<file path="src/rtl/pll_reset_seq.sv">
// Reset sequencer for the 16 MHz system PLL domain: synchronises and qualifies lock,
// holds reset for a fixed period, and re-asserts it on lock loss or soft-reset request.
module pll_reset_seq #(
    parameter int unsigned STABLE_CYCLES = 1024,
    parameter int unsigned HOLD_CYCLES   = 16,
    parameter int unsigned CW            = 16
) (
    input  logic       clk,
    input  logic       reset_n,
    input  logic       pll_locked,
    input  logic       soft_reset,
    output logic       sys_reset_n,
    output logic       ready,
    output logic [7:0] lock_loss_count,
    output logic [1:0] state
);

    localparam logic [1:0] WAIT_LOCK = 2'd0;
    localparam logic [1:0] STABLE    = 2'd1;
    localparam logic [1:0] HOLD      = 2'd2;
    localparam logic [1:0] RUN       = 2'd3;

    localparam logic [CW-1:0] STABLE_LAST = CW'(STABLE_CYCLES - 1);
    localparam logic [CW-1:0] HOLD_LAST   = CW'(HOLD_CYCLES - 1);

    logic          sync_q;
    logic          locked_s;
    logic [CW-1:0] cnt;
    logic [CW-1:0] cnt_next;
    logic [1:0]    state_next;
    logic          loss_event;

    // pll_locked is asynchronous to clk; only locked_s is used past this point.
    always_ff @(posedge clk or negedge reset_n) begin
        if (!reset_n) begin
            sync_q   <= 1'b0;
            locked_s <= 1'b0;
        end else begin
            // NOTE: non-blocking assignments make both flops sample the old values on the same edge, giving a true 2-stage chain.
            sync_q   <= pll_locked;
            locked_s <= sync_q;
        end
    end

    always_comb begin
        // NOTE: every output of this block gets a default first, so no path can infer a latch.
        state_next = state;
        cnt_next   = cnt;
        loss_event = 1'b0;
        case (state)
            WAIT_LOCK: begin
                cnt_next = '0;
                if (locked_s) state_next = STABLE;
            end
            STABLE: begin
                if (!locked_s) begin
                    state_next = WAIT_LOCK;
                    cnt_next   = '0;
                end else if (cnt == STABLE_LAST) begin
                    state_next = HOLD;
                    cnt_next   = '0;
                end else begin
                    cnt_next = cnt + 1'b1;
                end
            end
            HOLD: begin
                if (!locked_s) begin
                    state_next = WAIT_LOCK;
                    cnt_next   = '0;
                end else if (cnt == HOLD_LAST) begin
                    state_next = RUN;
                    cnt_next   = '0;
                end else begin
                    cnt_next = cnt + 1'b1;
                end
            end
            default: begin
                // RUN: lock loss takes priority over a simultaneous soft reset.
                cnt_next = '0;
                if (!locked_s) begin
                    state_next = WAIT_LOCK;
                    loss_event = 1'b1;
                end else if (soft_reset) begin
                    state_next = HOLD;
                end
            end
        endcase
    end

    // Reset outputs are loaded from the next state so they switch on the same edge as state.
    always_ff @(posedge clk or negedge reset_n) begin
        if (!reset_n) begin
            state           <= WAIT_LOCK;
            cnt             <= '0;
            sys_reset_n     <= 1'b0;
            ready           <= 1'b0;
            lock_loss_count <= 8'd0;
        end else begin
            state       <= state_next;
            cnt         <= cnt_next;
            sys_reset_n <= (state_next == RUN);
            ready       <= (state_next == RUN);
            if (loss_event && (lock_loss_count != 8'hFF)) begin
                lock_loss_count <= lock_loss_count + 8'd1;
            end
        end
    end

endmodule
</file>
<file path="config.mk">
export PLATFORM = sky130hd
export DESIGN_NAME = pll_reset_seq
export DESIGN_NICKNAME = d
export VERILOG_FILES = /design/src/rtl/pll_reset_seq.sv
export SDC_FILE = /design/constraint.sdc
export NUM_CORES = 1
export LEC_CHECK = 0
export ABC_AREA = 1
export BUFFER_PORTS_ARGS = -buffer_cell sky130_fd_sc_hd__buf_4
export CAP_MARGIN = 20
export CORE_MARGIN = 2
export CORE_UTILIZATION = 35
export DETAILED_ROUTE_END_ITERATION = 10
export PLACE_DENSITY = 0.57
export SKIP_CTS_REPAIR_TIMING = 1
export SLEW_MARGIN = 20
export SYNTH_ARGS = -nofsm -noshare
export SYNTH_HDL_FRONTEND = slang
export SYNTH_SLANG_ARGS = --single-unit
</file>
<file path="constraint.sdc">
create_clock -name clk -period 2 [get_ports clk]
set_input_delay 0 -clock clk [delete_from_list [all_inputs] [get_ports clk]]
set_output_delay 0 -clock clk [all_outputs]
set_load 0.05 [all_outputs]
</file>
After elaboration in Yosys (flattened, before gate mapping) --
Index checks and enable logic that the tools add are counted.
Operators by class: mux-type cells 15, add/subtract/negate cells 2, eq/ne operators 6, shift-type cells 0, reduce and logical (&&, ||, !) cells 3, multipliers 0, bitwise operators 0, divide/modulo/power cells 0, order comparisons 0
Operators with widths (number):
- $mux W16 | 4
- $pmux W16 S2 | 1
- $add A16 B1 Y16 const B | 1
- $eq A16 B10 Y1 const B | 1
- $eq A16 B4 Y1 const B | 1
- $mux W2 | 7
- $add A8 B1 Y8 const B | 1
- $ne A8 B8 Y1 const B | 1
- $pmux W2 S3 | 1
- $eq A2 B2 Y1 const B | 2
- $reduce_or A3 Y1 | 1
- $eq A2 B1 Y1 const B | 1
- $logic_not A2 Y1 | 1
- $mux W1 | 2
- $logic_and A1 B1 Y1 | 1
Word-level totals: output and inout port bits 12, register bits 29, memory bits (read-only) 0, word-level logic and storage cells 32, latch bits 0, RAM bits 0, memories 0, bits of input ports 4

Depth between registers and ports, before layout --
Gate-level depths: netlist of run 1.
depth in word-level cells 5, gate-level depth with buffers 14, mapped depth without buffers 13

Worst setup path before layout of run 1 --
OpenSTA, ideal clock, no wires.
path type flip-flop to flip-flop, from register state[1], to register lock_loss_count[6], setup time 0.141 ns, required time 1.859 ns, arrival time 1.556 ns, cell stages (with the launch flop) 6, period minus slack after synthesis 1.697 ns, setup slack 0.303 ns, path buffers 0, cells stage by stage dfrtp_1 ha_1 nand3_1 nor2_1 nand3_1 xnor2_1
Between the ends: word-level cells in the longest chain between the ends 4, elaborated cells between the ends (all ways) 6, classes of those cells eq/ne (2); mux (1); reduce/logical (3)
Ends and longest elaborated chain:
- start, declared | line 15 | output logic [1:0] state
- start signal, assigned | line 99 | state <= state_next;
- $eq A2 B2 Y1 (tied with other cells) | line 50 | case (state)
- $reduce_or A3 Y1 (no line) *
- $mux W1 * | line 50
- $logic_and A1 B1 Y1 * | line 103 | if (loss_event && (lock_loss_count != 8'hFF)) begin
- end signal, assigned | line 104 | lock_loss_count <= lock_loss_count + 8'd1;
- end, declared | line 14 | output logic [7:0] lock_loss_count,
Every way passes the cells marked *; elsewhere a longest branch is shown, timed or not. A chain may end at the register's enable or synchronous reset.

Worst setup path in the final report of run 1 --
from register cnt[0], to register cnt[5]
Between the ends: word-level cells in the longest chain between the ends 4, elaborated cells between the ends (all ways) 8, classes of those cells add/sub (1); eq/ne (2); mux (5)
Ends and longest elaborated chain:
- start, declared | line 28 | logic [CW-1:0] cnt;
- start signal, assigned | line 100 | cnt <= cnt_next;
- $add A16 B1 Y16 (tied with other cells) | line 63, 74
- $mux W16 (on tied branches) | line 70, 59
- $mux W16 (on tied branches) | line 67, 56
- $pmux W16 S2 * | line 50
- net cnt_next[5] | line 29 | logic [CW-1:0] cnt_next;
Mark *: on every way through the listed nets, which the timed path passes. The rest lies on a longest branch.

==> results of run 1 <==
-- sequential cells by signal, indices dropped and copies added (netlist names) --
signal / cells
cnt: 16
lock_loss_count: 8
state: 2
locked_s: 1
ready: 1
sync_q: 1
-- power by group through the flow --
stage	clock network, W	logic, W	registers (W)
after floorplan	0	0.000313	0.000949
after global placement	0	0.000691	0.000751
after detailed placement	0	0.000692	0.000754
after CTS	0.000474	0.000695	0.000742
after global routing	0.000505	0.000765	0.000757
final	0.000454	0.000686	0.000741
-- cell families after synthesis --
kind of cell	synth area share
XOR/XNOR	0.0877
AND/OR/NAND/NOR	0.302
adder cells (fa/ha/maj)	0.0470
multiplexers	0.00705
flip-flops	0.454
AO/OA/AOI/OAI	0.0290
buffers and inverters	0.0728
-- placed cells by master (no fill, tap or decap), drive strengths merged, types with 2 or more instances in the layout --
| cell type | count |
|---|---|
| nand2 | 41 |
| nor2 | 35 |
| dfrtp | 29 |
| inv | 23 |
| buf | 15 |
| nand3 | 12 |
| xor2 | 9 |
| xnor2 | 7 |
| nor3 | 7 |
| ha | 6 |
| clkbuf | 6 |
| a21oi | 5 |
| nand4 | 3 |
| clkinv | 2 |
| dlygate4sd3 | 2 |
| o21ai | 2 |
-- critical path, cell delays in order, from the launching register on --
cell	delay (ps)
sky130_fd_sc_hd__dfrtp_1	400
sky130_fd_sc_hd__ha_1	240
sky130_fd_sc_hd__nand3_2	160
sky130_fd_sc_hd__inv_1	60
sky130_fd_sc_hd__nand3_1	60
sky130_fd_sc_hd__nor3_1	50
sky130_fd_sc_hd__o21ai_2	210
sky130_fd_sc_hd__nand2_4	160
sky130_fd_sc_hd__nor3_1	180
-- worst max path at each step --
stage | startpoint | to | slack [ps] | cells past startpoint
4_1_cts | cnt[0] | cnt[5] | 350 | 8
3_3_place_gp | cnt[0] | cnt[5] | 390 | 8
2_1_floorplan | state[1] | lock_loss_count[6] | 300 | 5
6_report | cnt[0] | cnt[5] | 370 | 8
3_5_place_dp | cnt[0] | cnt[5] | 370 | 8
5_1_grt | cnt[0] | cnt[5] | 160 | 8
-- layer usage --
| metal | global-route usage | vias to the layer above | share of wire |
|---|---|---|---|
| met4 | 0.0629 | 0 | 0.024 |
| met2 | 0.195 | 11 | 0.43 |
| li1 | - | 619 | - |
| met3 | 0.0408 | 5 | 0.027 |
| met1 | 0.184 | 561 | 0.52 |
| met5 | 0 | - | 0 |
-- area by class of cell --
cell class	instances	area [um2]
Fill cell	454	2540
Multi-Input combinational cell	131	756
Sequential cell	29	726
Timing Repair Buffer	17	133
Inverter	23	86.3
Clock buffer	6	72.6
Tap cell	52	65.1
Clock inverter	2	10.0
-- through the flow --
stage | util | total power (W) | instances | hold WS, ps
floorplan | - | 0.00126 | 186 | -296
global placement | 0.398 | 0.00144 | 250 | -48.5
detailed placement | 0.398 | 0.00145 | 250 | -50.2
CTS | 0.417 | 0.00191 | 258 | -354
global route | 0.422 | 0.00203 | 260 | 23.8
finish | 0.422 | 0.00188 | 260 | -2.69
==> summary.md, run 1 <==
| Metric | Value |
|---|---|
| Ys Warns | 0 |
| Area added between synthesis and finish | 15.7% |
| Reg2Reg Launch Point | cnt[0] |
| Clk buf depth | 2 |
| # nets final | approximately 220 |
| Top-count cell post-synth | sky130_fd_sc_hd__nand2_1 |
| Setup CP Type | reg2reg |
| Highest net fanout along the worst path | 14 |
| Number of slew-limit violations in the final report | 0 |
| Synth top cells by count | sky130_fd_sc_hd__nand2_1 (35), sky130_fd_sc_hd__nor2_1 (34), sky130_fd_sc_hd__dfrtp_1 (29) |
| Final Worst Setup Slack | 374 ps |
| Number of inserted diodes | 0 |
| Clock insertion delay at the later pin of the skew report | 280 ps |
| Iteration-0 DRC count of the detailed router | 57 |
| Average wire length per cell after detail routing | 11.0 um |
| Post-detailed-placement half-perimeter wirelength | 2110 um |
| Final min period | around 1600 ps |
| Element type at the critical path start | flip-flop |
| Wire length of the first global-routing pass | 5310 um |
| Number of buffers inserted by port buffering | 15 |
| Number of sinks handled by clock tree synthesis | 29 |
| Width of the chip | 71.6 um |
| Nature of the critical path endpoint | flip-flop |
| Run status | finished with violations |
| Clock share of power | 0.241 |
| Core area | 4380 um2 |
| Summed area of non-filler cells in the final layout | 1850 um2 |
| Grt total ovfl | 0 |
| Final worst-path cycle share | 0.813 |
| Overall routing resource usage | 0.134 |
| Site row count | 24 |
| Max rail drop VDD | 562 uV |
| Post-DP Area | 1750 um2 |
| Switching pwr | 0.000769 W |
| Syn nets | 196 |
| Clock tree from TritonCTS | done |
| Maximum number of pins on one net before global-route repair | 30 |
| Setup repair after global routing missed its margin | no |
| Flop-to-flop setup slack | 370 ps |
| Top cell type by total area after synthesis | sky130_fd_sc_hd__dfrtp_1 |
| Number of cells on the worst reg-to-reg path | 8 |
| Slew @ Worst Pin | between 300 and 400 ps |
| Reg-to-Reg End | cnt[5] |
| Power density over the cells | 1020 nW/um2 |
| Setup slack after placement | 369 ps |
| Vias per Instance | 4.60 |
| Mapped Cells | ~190 |
| Vias | 1196 |
| Worst clock skew | between 9 and 10 ps |
| Count of nets left with antenna violations after detail routing | 0 |
| Netlist Area Pre-Place | 1600 um2 |
| Antenna violations before repair | 0 |
| Number of placed I/O pins | 16 |
| Pre-antenna DRT Iters | 4 |
| Hold_sp | soft_reset |
| Worst EP required | 2190 ps |
| Initial cell density of the core | 0.364 |
| Area contributors post-synth | sky130_fd_sc_hd__dfrtp_1 (45%), sky130_fd_sc_hd__nand2_1 (8.2%), sky130_fd_sc_hd__nor2_1 (8.0%) |
| Static leakage | 0.923 nW |
| Final count of negative-setup-slack endpoints | 0 |
| Count of flip-flops with a built-in enable after synthesis | 0 |
| Weighted congestion reported at the end of routability-driven placement | 0.748 |
| Proportion of layout cells with a drive suffix above 1 | 0.183 |
| Proportion of synthesized flip-flops having asynchronous set or reset | 1.00 |
| Share of Yosys cell area claimed by the top area cell type | 0.454 |
| Maximum frequency from static timing analysis | 615 MHz |
| Final hold violation count | 1 |
| Switching power share of the total | 0.409 |
| Hold slack final | -2.69 ps |
| Fraction of power consumed by sequential logic | 0.394 |
| Count of unresolved DRC violations after routing | 0 |
| Inserted Clock Buffers | 5 |
| Distinct cells, synth | 26 |
| Number of H-tree levels | 2 |
| Synthesized flop and latch total | 29 |
| Worst Hold Class | in2reg |
| Main flop type after synthesis | sky130_fd_sc_hd__dfrtp_1 |
| Mean cell area of the mapped netlist | 8.59 um2 |
| Root buf cell | sky130_fd_sc_hd__clkbuf_8 |
| Data arrival time of the critical path | 1810 ps |
| CTS clock-pin slew for the worst setup and hold paths | 70 ps |
| Capture endpoint of the worst hold path | state[0] |
| Post-Route WL | about 2900 um |
| Hold Crit Depth | 3 |
| P_int | 0.00111 W |
| Count of maximum capacitance violations | 0 |
| Violated checks | hold timing |
| Die Ht | ~72 um |
| Full die area | between 5000 and 6000 um2 |
| Setup total negative slack | 0 ps |
| Relative slew margins | 0.756 |
| Number of global-route vias before repair | 1173 |
| Logic pwr share | 0.365 |
| Proportion of synthesized chip area in sequential cells | 0.454 |
(Power assumes the default switching activity.)
==> run 2, diff against run 1 <==
Settings changed: PLACE_DENSITY 0.57 to 0.59.
Clock period 2 ns to 1.41 ns, I/O delays scaled along.
==> summary.md, run 2 (synthesized netlist as in run 1, its figures left out) <==
| Metric | Value |
|---|---|
| Post-detailed-placement half-perimeter wirelength | 2300 um (+8.7%) |
| Number of global-route vias before repair | 1190 (+1.4%) |
| Site row count | 24 (unchanged) |
| Leading cell types in the layout, fill and taps excluded | sky130_fd_sc_hd__buf_4 (41), sky130_fd_sc_hd__nand2_1 (34), sky130_fd_sc_hd__inv_1 (21), sky130_fd_sc_hd__dfrtp_1 (20), sky130_fd_sc_hd__nor2_1 (19) |
| Power density over the cells | 1420 nW/um2 (+40%) |
| Pre-antenna DRT Iters | 4 (unchanged) |
| Final Worst Setup Slack | -74.0 ps (-448 ps) |
| Run status | finished with violations |
| Logic pwr share | 0.401 (+0.036) |
| Number of buffers inserted by port buffering | 15 (unchanged) |
| Core area | 4380 um2 (unchanged) |
| Count of unresolved DRC violations after routing | 0 (unchanged) |
| Fraction of power consumed by sequential logic | 0.329 (-0.065) |
| Top register by number of flip-flops | cnt |
| Worst clock skew | 8.14 ps (-1.70 ps) |
| Number of inserted diodes | 0 (unchanged) |
| Grt total ovfl | 0 (unchanged) |
| Overall routing resource usage | 0.134 (-0.000319) |
| Core Util, Final | 0.511 (+0.0890) |
| Post-Route WL | 3200 um (+12%) |
| Slew @ Worst Pin | 369 ps (+3.46 ps) |
| CTS clock-pin slew for the worst setup and hold paths | 70 ps (about the same) |
| # nets final | 244 (+12%) |
| Antenna violations before repair | 0 (unchanged) |
| Number of sinks handled by clock tree synthesis | 29 (unchanged) |
| Inserted Clock Buffers | 5 (unchanged) |
| Average wire length per cell after detail routing | 11.1 um (+1.1%) |
| Data arrival time of the critical path | 1680 ps (-130 ps) |
| Final min period | 1480 ps (-142 ps) |
| Setup CP Type | reg2reg |
| Max rail drop VDD | 574 uV (+2.2%) |
| Final count of negative-setup-slack endpoints | 15 (+15) |
| Final hold violation count | 0 (-1) |
| Maximum number of pins on one net before global-route repair | 30 (unchanged) |
| Highest net fanout along the worst path | 7 (-7) |
| Width of the chip | 71.6 um (unchanged) |
| Number of placed instances with taps included | 270 (+8.0%) |
| Post-layout instance count excluding filler cells | 287 (+10%) |
| Count of nets left with antenna violations after detail routing | 0 (unchanged) |
| Regs by FF count | cnt x16, lock_loss_count x8, state x2 |
| Number of slew-limit violations in the final report | 0 (unchanged) |
| Worst Hold Class | in2reg |
| Weighted congestion reported at the end of routability-driven placement | 0.760 (+1.6%) |
| Flip-flop count of the largest register, all copies and words added | 16 (unchanged) |
| Area added between synthesis and finish | 40.1% |
| Clock share of power | 0.271 (+0.030) |
| Vias per Instance | 4.53 (-1.5%) |
| Worst EP required | 1610 ps (-580 ps) |
| Full die area | 5120 um2 (unchanged) |
| Die Ht | 71.6 um (unchanged) |
| Setup total negative slack | -688 ps (-688 ps) |
| Root buf cell | sky130_fd_sc_hd__clkbuf_8 |
| Element type at the critical path start | flip-flop |
| Clk buf depth | 2 (unchanged) |
| Wire length of the first global-routing pass | 5240 um (-1.4%) |
| Violated checks | setup timing |
| Initial cell density of the core | 0.364 (unchanged) |
| Vias | 1300 (+8.7%) |
| Number of H-tree levels | 2 (unchanged) |
| Relative slew margins | 0.754 (-0.00231) |
| Iteration-0 DRC count of the detailed router | 67 (+18%) |
| Maximum frequency from static timing analysis | 674 MHz (+9.6%) |
| Count of maximum capacitance violations | 0 (unchanged) |
| Switching pwr | 0.00125 W (+63%) |
| Clock insertion delay at the later pin of the skew report | 280 ps (about the same) |
| Most frequent standard cell in the layout excluding fill and tap cells | sky130_fd_sc_hd__buf_4 |
| Clock tree from TritonCTS | done |
| Number of placed I/O pins | 16 (unchanged) |
| Proportion of layout cells with a drive suffix above 1 | 0.426 (+0.243) |
| Static leakage | 1.06 nW (+15%) |
| Switching power share of the total | 0.393 (-0.0159) |
| Setup repair after global routing missed its margin | yes |
| Final worst-path cycle share | 1.05 (+0.239) |
| P_int | 0.00193 W (+74%) |
| Nature of the critical path endpoint | flip-flop |
-- run 2: changes by cell type in the layout (fill, tap and decap cells not counted), sizes merged --
| cell | change |
|---|---|
| bufinv | +1 |
| clkbuf | -1 |
| clkinvlp | +1 |
| nand2 | +1 |
| clkinv | -1 |
| buf | +26 |
-- run 2: worst max-delay path: stages, from the launching register on --
cell                      delay [ps]
sky130_fd_sc_hd__dfrtp_1         380
sky130_fd_sc_hd__ha_2            200
sky130_fd_sc_hd__nand3_4         110
sky130_fd_sc_hd__inv_1            60
sky130_fd_sc_hd__nand3_2          70
sky130_fd_sc_hd__nor3_4           50
sky130_fd_sc_hd__o21ai_4         240
sky130_fd_sc_hd__nand2_4         160
sky130_fd_sc_hd__nor3_2          130
-- run 2: through the flow --
stage	hold WS, ps	power (W)	setup slack [ps]	area (um2)
final	5.04	0.00318	-74.0	2240
after floorplan	-296	0.00186	-59.5	1640
after CTS	-362	0.00309	-97.4	2050
after global placement	-53.8	0.00221	-43.7	1940
after detailed placement	-48.6	0.00221	-70.5	1940
after global routing	4.70	0.00338	-168	2240
-- run 2: final timing paths --
path	startpoint	end	slack (ps)	depth (start not counted)
worst max-delay path	cnt[0]	cnt[5]	-70	8
worst min-delay path	soft_reset	state[0]	5	3
worst max register to register	cnt[0]	cnt[5]	-70	8
worst min register to register	sync_q	locked_s	360	0
max in group asynchronous	reset_n	lock_loss_count[1]	930	2
min in group asynchronous	reset_n	cnt[14]	180	2
-- run 2: power by group through the flow --
| stage | combinational [W] | clock, W | sequential (W) |
|---|---|---|---|
| after detailed placement | 0.00115 | 0 | 0.00106 |
| final | 0.00127 | 0.000862 | 0.00105 |
| after global placement | 0.00114 | 0 | 0.00106 |
| after floorplan | 0.000481 | 0 | 0.00138 |
| after CTS | 0.00115 | 0.000891 | 0.00105 |
| after global routing | 0.00138 | 0.000937 | 0.00106 |
-- run 2: final cells by class --
type | count | area (um2)
fillers | 400 | 2150
multi-input cells | 132 | 907
flip-flops and latches | 29 | 737
repair buffers | 43 | 328
inverters | 23 | 86.3
clock buffers | 5 | 68.8
well taps | 52 | 65.1
clock inverters | 3 | 46.3
-- run 2: routing by layer --
layer  track usage  wire length (um)  up-vias
li1              -                 -      674
met1         0.180              1580      604
met2         0.200              1470       16
met3        0.0338                86        6
met4        0.0692                57        0
met5             0                 0        -
==> run 3, diff against run 2 <==
Settings changed: SETUP_SLACK_MARGIN set to 0.3.
==> summary.md, run 3 (synthesized netlist as in run 1, its figures left out) <==
| Metric | Value |
|---|---|
| Number of sinks handled by clock tree synthesis | 29 (unchanged) |
| Antenna violations before repair | 0 (unchanged) |
| Highest net fanout along the worst path | 3 (-4) |
| Regs by FF count | cnt x16, lock_loss_count x8, state x2 |
| Count of maximum capacitance violations | 0 (unchanged) |
| Series of cell instances along the critical path | inv_1, nor3_4, nand2_2, nor3_4, xor2_1, nor2_1 |
| Number of inserted diodes | 0 (unchanged) |
| Area added between synthesis and finish | 39.5% |
| Number of H-tree levels | 2 (unchanged) |
| Number of global-route vias before repair | 1309 (+10%) |
| Maximum number of pins on one net before global-route repair | 30 (unchanged) |
| Violated checks | setup timing |
| Full die area | 5120 um2 (unchanged) |
| Wire length of the first global-routing pass | 5710 um (+9.0%) |
| Final Worst Setup Slack | -19.7 ps (+54.3 ps) |
| Final worst-path cycle share | 1.01 (-0.0385) |
| Clock tree from TritonCTS | done |
| Element type at the critical path start | flip-flop |
| Core area | 4380 um2 (unchanged) |
| Fraction of power consumed by sequential logic | 0.346 (+0.017) |
| Clock insertion delay at the later pin of the skew report | 280 ps (about the same) |
| Peak per-stage delay on the critical path | 430 ps (+50 ps) |
| Switching power share of the total | 0.396 (+0.00320) |
| Weighted congestion reported at the end of routability-driven placement | 0.805 (+6.0%) |
| Site row count | 24 (unchanged) |
| Vias | 1317 (+1.3%) |
| Run status | finished with violations |
| Count of unresolved DRC violations after routing | 0 (unchanged) |
| Switching pwr | 0.00121 W (-2.9%) |
| Data arrival time of the critical path | 1590 ps (-90 ps) |
| Pre-antenna DRT Iters | 4 (unchanged) |
| Root buf cell | sky130_fd_sc_hd__clkbuf_8 |
| Final hold violation count | 0 (unchanged) |
| Top cell by count, worst path | sky130_fd_sc_hd__nor3_4 |
| Width of the chip | 71.6 um (unchanged) |
| Logic pwr share | 0.409 (+0.008) |
| Power density over the cells | 1370 nW/um2 (-3.3%) |
| Hold slack final | 182 ps (+177 ps) |
| Maximum frequency from static timing analysis | 699 MHz (+3.8%) |
| Post-detailed-placement half-perimeter wirelength | 2290 um (-0.14%) |
| P_int | 0.00185 W (-4.2%) |
| Total design power | 0.00306 W (-3.7%) |
| Flip-flop count of the largest register, all copies and words added | 16 (unchanged) |
| Final count of negative-setup-slack endpoints | 10 (-5) |
| Setup CP Type | reg2reg |
| Static leakage | 1.08 nW (+1.7%) |
| Relative slew margins | 0.750 (-0.00394) |
| Clock share of power | 0.245 (-0.026) |
| # nets final | 242 (-0.82%) |
| Number of placed instances with taps included | 268 (-0.74%) |
| Post-layout instance count excluding filler cells | 285 (-0.70%) |
| Number of buffers inserted by port buffering | 15 (unchanged) |
| Post-Route WL | 3210 um (+0.34%) |
| Count of nets left with antenna violations after detail routing | 0 (unchanged) |
| Overall routing resource usage | 0.142 (+0.00779) |
| Setup repair after global routing missed its margin | yes |
| CTS clock-pin slew for the worst setup and hold paths | 60 ps (about the same) |
| Clk buf depth | 2 (unchanged) |
| Proportion of layout cells with a drive suffix above 1 | 0.416 (-0.00922) |
| Most frequent standard cell in the layout excluding fill and tap cells | sky130_fd_sc_hd__buf_4 |
| Inserted Clock Buffers | 5 (unchanged) |
| Slew @ Worst Pin | 375 ps (+5.91 ps) |
| Worst clock skew | 7.12 ps (-1.02 ps) |
| Die Ht | 71.6 um (unchanged) |
| Core Util, Final | 0.509 (-0.00200) |
| Initial cell density of the core | 0.364 (unchanged) |
| Fill cell count | 424 (+6.0%) |
| Grt total ovfl | 0 (unchanged) |
| Leading cell types in the layout, fill and taps excluded | sky130_fd_sc_hd__buf_4 (39), sky130_fd_sc_hd__nor2_1 (29), sky130_fd_sc_hd__nand2_1 (29), sky130_fd_sc_hd__dfrtp_1 (20), sky130_fd_sc_hd__inv_1 (19) |
| Post-DP Area | 1970 um2 (+1.5%) |
| Nature of the critical path endpoint | flip-flop |
| Summed area of non-filler cells in the final layout | 2230 um2 (-0.39%) |
| Iteration-0 DRC count of the detailed router | 55 (-18%) |
| Final min period | 1430 ps (-54.3 ps) |
| Slowest cell on the critical path | sky130_fd_sc_hd__dfrtp_1 |
| Max rail drop VDD | 625 uV (+8.9%) |
| Worst EP required | 1570 ps (-40 ps) |
| Vias per Instance | 4.62 (+2.0%) |
| Average wire length per cell after detail routing | 11.3 um (+1.0%) |
| Number of slew-limit violations in the final report | 0 (unchanged) |
| Number of placed I/O pins | 16 (unchanged) |
| Top register by number of flip-flops | cnt |
| Worst Hold Class | in2async |
-- run 3: layout make-up --
type | count | area (um2) | area share
clock inverter | 1 | 5.00 | 0.00224
multi-input combinational | 131 | 917 | 0.411
sequential | 29 | 737 | 0.331
clock buffer | 7 | 96.3 | 0.0432
tap | 52 | 65.1 | 0.0292
timing repair buffer | 42 | 323 | 0.145
inverter | 23 | 86.3 | 0.0387
-- run 3: critical path: cells and delay by family, from the launching register on --
kind,cells,cell delay (ps)
simple gates,4,600
flops,1,430
buf+inv,1,110
xor+xnor,1,170
-- run 3: through the flow --
step | TNS (ps) | worst slack, ps
final | -117 | -19.7
after global routing | -2250 | -167
after CTS | -620 | -52.5
after detailed placement | -456 | -44.9
after global placement | 0 | 2.64
after floorplan | -471 | -59.0
-- run 3: layer usage --
layer / vias to the layer above / routed length [um] / part of all wire / GRT usage
li1: 669 / - / - / -
met1: 632 / 1550 / 0.48 / 0.187
met2: 11 / 1550 / 0.48 / 0.222
met3: 5 / 65 / 0.020 / 0.0380
met4: 0 / 43 / 0.013 / 0.0566
met5: - / 0 / 0 / 0
-- run 3: path summary, 6_finish.rpt --
check                        start                 end  slack, ps  depth (start not counted)
min in group clk            sync_q            locked_s        350                          0
max                         cnt[3]              cnt[9]        -20                          6
min reg2reg                 sync_q            locked_s        350                          0
max reg2reg                 cnt[3]              cnt[9]        -20                          6
min                        reset_n              cnt[2]        180                          2
max in group asynchronous  reset_n  lock_loss_count[5]        920                          2
-- run 3: power groups by stage --
stage          Sequential, W  Clock (W)  Combinational, W
5_1_grt              0.00108   0.000816           0.00137
3_5_place_dp         0.00107          0           0.00121
3_3_place_gp         0.00107          0           0.00121
4_1_cts              0.00105   0.000772           0.00122
2_1_floorplan        0.00139          0          0.000507
6_report             0.00106   0.000749           0.00125
